--- src/rtl/branch_predictor.sv ---
// Branch target buffer with per-entry saturating direction counters.
// Fetch gets a same-cycle predicted next PC from a direct-mapped table.
// The resolution stage reports the real outcome, gets a mispredict/redirect
// decision back, and the table plus two saturating statistics counters
// update on the following clock edge.
module branch_predictor #(
  parameter int ENTRIES  = 16,
  parameter int CTR_BITS = 2,
  parameter int STAT_W   = 32
) (
  input  logic              CLK,
  input  logic              nRST,
  input  logic              flush,
  input  logic [31:0]       lookup_pc,
  output logic              pred_hit,
  output logic              pred_taken,
  output logic [31:0]       pred_npc,
  input  logic              upd_en,
  input  logic [31:0]       upd_pc,
  input  logic              upd_taken,
  input  logic [31:0]       upd_target,
  input  logic              upd_pred_taken,
  input  logic [31:0]       upd_pred_npc,
  output logic              mispredict,
  output logic [31:0]       redirect_pc,
  output logic [STAT_W-1:0] branch_count,
  output logic [STAT_W-1:0] mispredict_count
);

  localparam int IDX_W = $clog2(ENTRIES);
  localparam int TAG_W = 30 - IDX_W;
  localparam logic [CTR_BITS-1:0] CTR_MAX  = '1;
  localparam logic [CTR_BITS-1:0] CTR_WEAK = CTR_BITS'(1) << (CTR_BITS - 1);

  // Saturating up/down step of a direction counter.
  function automatic logic [CTR_BITS-1:0] ctr_step(input logic [CTR_BITS-1:0] c,
                                                   input logic                up);
    if (up) return (c == CTR_MAX) ? c : c + CTR_BITS'(1);
    return (c == '0) ? c : c - CTR_BITS'(1);
  endfunction

  // Saturating increment of a statistics counter; sticks at all-ones.
  function automatic logic [STAT_W-1:0] stat_inc(input logic [STAT_W-1:0] v);
    return (&v) ? v : v + STAT_W'(1);
  endfunction

  logic [ENTRIES-1:0]  valid_q;
  logic [TAG_W-1:0]    tag_q [ENTRIES];
  logic [31:0]         tgt_q [ENTRIES];
  logic [CTR_BITS-1:0] ctr_q [ENTRIES];

  logic [STAT_W-1:0]   branch_count_q, branch_count_d;
  logic [STAT_W-1:0]   mispredict_count_q, mispredict_count_d;

  logic [IDX_W-1:0]    lk_idx, up_idx;
  logic [TAG_W-1:0]    lk_tag, up_tag;
  logic                up_hit;
  logic [31:0]         actual_npc;

  logic                ent_we;
  logic [TAG_W-1:0]    ent_tag_d;
  logic [31:0]         ent_tgt_d;
  logic [CTR_BITS-1:0] ent_ctr_d;

  // The predicted direction travels with the predicted next PC, which is
  // what the mispredict decision actually compares against.
  logic                unused_pred_taken;
  assign unused_pred_taken = upd_pred_taken;

  assign lk_idx = lookup_pc[IDX_W+1:2];
  assign lk_tag = lookup_pc[31:IDX_W+2];
  assign up_idx = upd_pc[IDX_W+1:2];
  assign up_tag = upd_pc[31:IDX_W+2];
  assign up_hit = valid_q[up_idx] && (tag_q[up_idx] == up_tag);

  // Zero-latency lookup against the registered table (no update bypass).
  always_comb begin
    pred_hit   = valid_q[lk_idx] && (tag_q[lk_idx] == lk_tag);
    pred_taken = pred_hit && ctr_q[lk_idx][CTR_BITS-1];
    pred_npc   = pred_taken ? tgt_q[lk_idx] : lookup_pc + 32'd4;
  end

  // Resolution: compare the carried prediction with the real next PC.
  always_comb begin
    actual_npc  = upd_taken ? upd_target : upd_pc + 32'd4;
    mispredict  = 1'b0;
    redirect_pc = '0;
    if (upd_en) begin
      mispredict  = (upd_pred_npc != actual_npc);
      redirect_pc = actual_npc;
    end
  end

  // Next state of the single entry addressed by the resolving branch.
  // A not-taken miss leaves the table alone; a taken miss evicts whatever
  // alias occupies the slot.
  always_comb begin
    ent_we    = 1'b0;
    ent_tag_d = up_tag;
    ent_tgt_d = tgt_q[up_idx];
    ent_ctr_d = ctr_q[up_idx];
    if (upd_en) begin
      if (up_hit) begin
        ent_we    = 1'b1;
        ent_ctr_d = ctr_step(ctr_q[up_idx], upd_taken);
        if (upd_taken) ent_tgt_d = upd_target;
      end else if (upd_taken) begin
        ent_we    = 1'b1;
        ent_tgt_d = upd_target;
        ent_ctr_d = CTR_WEAK;
      end
    end
  end

  // Table storage; flush wins over a same-cycle entry write.
  always_ff @(posedge CLK or negedge nRST) begin
    if (!nRST) begin
      valid_q <= '0;
      for (int i = 0; i < ENTRIES; i++) begin
        tag_q[i] <= '0;
        tgt_q[i] <= '0;
        ctr_q[i] <= '0;
      end
    end else if (flush) begin
      valid_q <= '0;
    end else if (ent_we) begin
      valid_q[up_idx] <= 1'b1;
      tag_q[up_idx]   <= ent_tag_d;
      tgt_q[up_idx]   <= ent_tgt_d;
      ctr_q[up_idx]   <= ent_ctr_d;
    end
  end

  // Statistics count every resolved update, flush or not.
  always_comb begin
    branch_count_d     = branch_count_q;
    mispredict_count_d = mispredict_count_q;
    if (upd_en) begin
      branch_count_d = stat_inc(branch_count_q);
      if (mispredict) mispredict_count_d = stat_inc(mispredict_count_q);
    end
  end

  // Statistics registers.
  always_ff @(posedge CLK or negedge nRST) begin
    if (!nRST) begin
      branch_count_q     <= '0;
      mispredict_count_q <= '0;
    end else begin
      branch_count_q     <= branch_count_d;
      mispredict_count_q <= mispredict_count_d;
    end
  end

  assign branch_count     = branch_count_q;
  assign mispredict_count = mispredict_count_q;

endmodule

--- config.mk ---
export PLATFORM = sky130hd
export DESIGN_NAME = branch_predictor
export DESIGN_NICKNAME = d
export VERILOG_FILES = /design/src/rtl/branch_predictor.sv
export SDC_FILE = /design/constraint.sdc
export NUM_CORES = 2
export LEC_CHECK = 0
export BUFFER_PORTS_ARGS = -buffer_cell sky130_fd_sc_hd__buf_2
export CAP_MARGIN = 20
export CORE_MARGIN = 2
export CORE_UTILIZATION = 25
export CTS_BUF_LIST = sky130_fd_sc_hd__clkbuf_4 sky130_fd_sc_hd__clkbuf_8
export DETAILED_ROUTE_END_ITERATION = 7
export GPL_ROUTABILITY_DRIVEN = 0
export PLACE_DENSITY_LB_ADDON = 0.25
export SETUP_SLACK_MARGIN = 0.4
export SLEW_MARGIN = 15
export SYNTH_ARGS = -nofsm -noshare
export SYNTH_HDL_FRONTEND = slang
export SYNTH_SLANG_ARGS = --single-unit
--- constraint.sdc ---
create_clock -name CLK -period 7.2 [get_ports CLK]
set_input_delay 1.44 -clock CLK [delete_from_list [all_inputs] [get_ports CLK]]
set_output_delay 1.44 -clock CLK [all_outputs]
set_load 0.005 [all_outputs]
==> run_results.csv <==
group,metric,value,unit
sta,finalCritPeriodShare,93.39,%
logic_synthesis,ys_seq_area_share,43.91,%
route,vias_per_cell,5.184,
power,p_leak,30.75,nW
finish,fin_util,29.17,%
global_routing,grt_pass1_wl,327300,µm
sta,setup_viol,0,
route,drtIter0Drc,3271,
power,powerDensity,224.7,mW/mm²
floorplanning,start_util,25.18,%
global_routing,grt_max_degree,147,
route,drt_pass1_iterations,5,
power,vdd_drop_max,0.1945,mV
sta,fin_tns_setup,0,ns
run_status,status,"complete, no violations",
placement,io_buffers,263,
setup_path,path_cells,"buf_12, mux4_2, mux4_2, xnor2_2, buf_4, nand4_1, or4_1, nor4_2, buf_4, nand2_2, buf_12, mux2_2, buf_2",
finish,fillers,23830,
job,maxCapViolCount,0,
setup_path,critPathTopFamily,"multiplexers",
sta,drv_slew,0,
placement,hpwl,155000,µm
setup_path,start_kind,"input pin",
route,vias,39790,
finish,syn_to_final_growth,15.85,%
clock_tree,clock_latency,0.96,ns
logic_synthesis,async_reset_ff_share,100.0,%
floorplanning,die_w,490.9,µm
setup_path,path_max_fanout,28,
setup_path,worstSetupPathType,"in -> out",
global_routing,grt_use_total,18.94,%
setup_path,critical_path_cell_count,13,
clock_tree,cts_max_path_buffers,3,
logic_synthesis,yosys_warnings,0,
clock_tree,clkSlewWorstSetupHoldPaths,0.06,ns
global_routing,grt_overflow,0,
clock_tree,cts_tree,"yes",
logic_synthesis,synth_edf_count,0,
route,ant_nets,0,
logic_synthesis,syn_area,0.05927,mm²
setup_path,required,5.76,ns
finish,final-seq-area,0.02603,mm²
global_routing,antenna_found_initial,52,
setup_path,max_stage_delay,0.68,ns
finish,drive_above_1_share,52.31,%
placement,place_inst,7316,
route,drc,0,
setup_path,arrival,5.28,ns
logic_synthesis,netlist.area_leader.share,43.91,%
floorplanning,die_area,0.2410,mm²
sta,slew_headroom,21.88,%
sta,clock_skew,0.06326,ns
clock_tree,cts_resized,5,
setup_path,endpoint_kind,"primary output",
logic_synthesis,synth_nets,4228,
route,wire_per_inst,30.26,µm
logic_synthesis,ys_ff_latch,1040,
worst_hold_path,holdPathStages,1,
finish,fin_nets,4498,
logic_synthesis,synth_cell_types,82,
sta,tightest_slew,1.171,ns
sta,final_hold_viol_count,0,
setup_path,cp_num_buf_inv,5,
floorplanning,die_h,490.9,µm
logic_synthesis,syn_avg_cell_area,14.50,µm²
floorplanning,fp.coreArea,0.2354,mm²
clock_tree,postCtsHoldBufs,0,
floorplanning,rows,178,
sta,rsz0062_at_grt,"false",
logic_synthesis,synth_top_area_cell,"dfrtp_1",
finish,multi_input_area,0.03089,mm²
logic_synthesis,synthTopCellsByArea,"dfrtp_1, mux4_2, mux2_2",
clock_tree,cts_made_buffers,187,
clock_tree,cts_sinks,1040,
sta,period_needed,6.724,ns
setup_path,reg2reg_depth,12,
worst_hold_path,hp-class,"reg -> reg",
logic_synthesis,syn-instance-count,4087,
route,drt-total-wl,232200,µm
logic_synthesis,synth-main-ff-cell,"dfrtp_1",
setup_path,slowest_stage,"or4_1",
clock_tree,cts_root_buf,"clkbuf_8",
finish,fin_cells,7675,
global_routing,first_global_vias,40960,
sta,max_freq,0.1487,GHz
sta,whs,0.4822,ns
clock_tree,post_cts_buffers,0,
floorplanning,ios,265,
clock_tree,h-tree-depth,4,
## routing by layer
metal  global-route usage (%)  part of all wire, %
met5                        0                0.012
met2                    30.77                   48
met1                    24.50                   42
met3                    3.056                  5.1
met4                    9.211                  4.9
## per-stage QoR
step                      setup WS [ns]  cell area (µm²)  power (W)
final                            0.4762            68670    0.01543
after floorplan                  0.8244            59270   0.008410
after CTS                        0.4676            68510    0.01559
after global routing             0.4021            68660    0.01610
after detailed placement         0.1919            64500   0.009501
after global placement           0.1584            64500   0.009451
## power by group
| group | internal, W | switching [W] |
|---|---|---|
| logic | 0.00126 | 0.00135 |
| clock network | 0.00332 | 0.00270 |
| registers | 0.00638 | 0.000426 |
| total | 0.0110 | 0.00447 |
## cell families (layout without fill, tap and decap cells)
family	Yosys count	after routing	share of synthesized area, %
other	0	29	0
AOI/OAI and AO/OA	265	265	3.192
muxes	1677	1677	41.33
xor gates and xnor gates	194	194	2.867
buffers and inverters	430	839	4.260
and+or+nand+nor	474	474	4.298
adders and majority gates	7	7	0.1478
DFF	1040	1040	43.91
## worst paths after layout
| path | from | to | slack (ns) |
|---|---|---|---|
| setup / recovery | lookup_pc[2] | pred_npc[9] | 0.48 |
| setup reg to reg | tag_q[244] | tgt_q[89] | 2.68 |
| min in group asynchronous | nRST | tgt_q[208] | 0.53 |
| hold / removal | mispredict_count[11] | mispredict_count[11] | 0.48 |
| hold reg to reg | mispredict_count[11] | mispredict_count[11] | 0.48 |
| max in group asynchronous | nRST | tag_q[101] | 5.07 |
## sequential cells by signal, indices dropped and copies added (netlist names)
name / cells
ctr_q: 32
valid_q: 16
branch_count: 32
mispredict_count: 32
tgt_q: 512
tag_q: 416
## final cells by class
class,count,share of cell area [%]
inverter,45,0.2460
clock buffer,295,5.366
clock inverter,33,0.4446
multi-input combinational,2617,44.98
sequential,1040,37.90
timing repair buffer,466,5.217
antenna,29,0.1057
tap,3150,5.739
## Yosys cell counts, types with 28 or more instances
library cell / count
xor2_1: 69
and3_1: 30
dfrtp_1: 1040
buf_1: 52
buf_6: 104
xnor2_1: 125
a21oi_1: 45
mux2i_1: 142
mux4_2: 513
nor2_1: 77
o21ai_0: 42
nand4_1: 39
buf_2: 32
nand2_1: 93
inv_1: 43
nand3_1: 64
nor3_1: 32
a22oi_1: 36
clkbuf_1: 175
nor2b_1: 28
mux2_2: 998
## cells in the final DEF, fill, tap and decap left out, types with 42 or more instances in the layout
| cell type | n |
|---|---|
| mux2i_1 | 141 |
| inv_1 | 42 |
| nand3_1 | 64 |
| buf_2 | 253 |
| buf_12 | 50 |
| clkbuf_4 | 60 |
| clkbuf_8 | 236 |
| mux2_2 | 998 |
| mux4_2 | 513 |
| nand2_1 | 91 |
| nor2_1 | 76 |
| a21oi_1 | 45 |
| xor2_1 | 69 |
| dfrtp_1 | 1040 |
| buf_4 | 152 |
| xnor2_1 | 123 |
No activity file was read; power rests on OpenSTA's default activity.
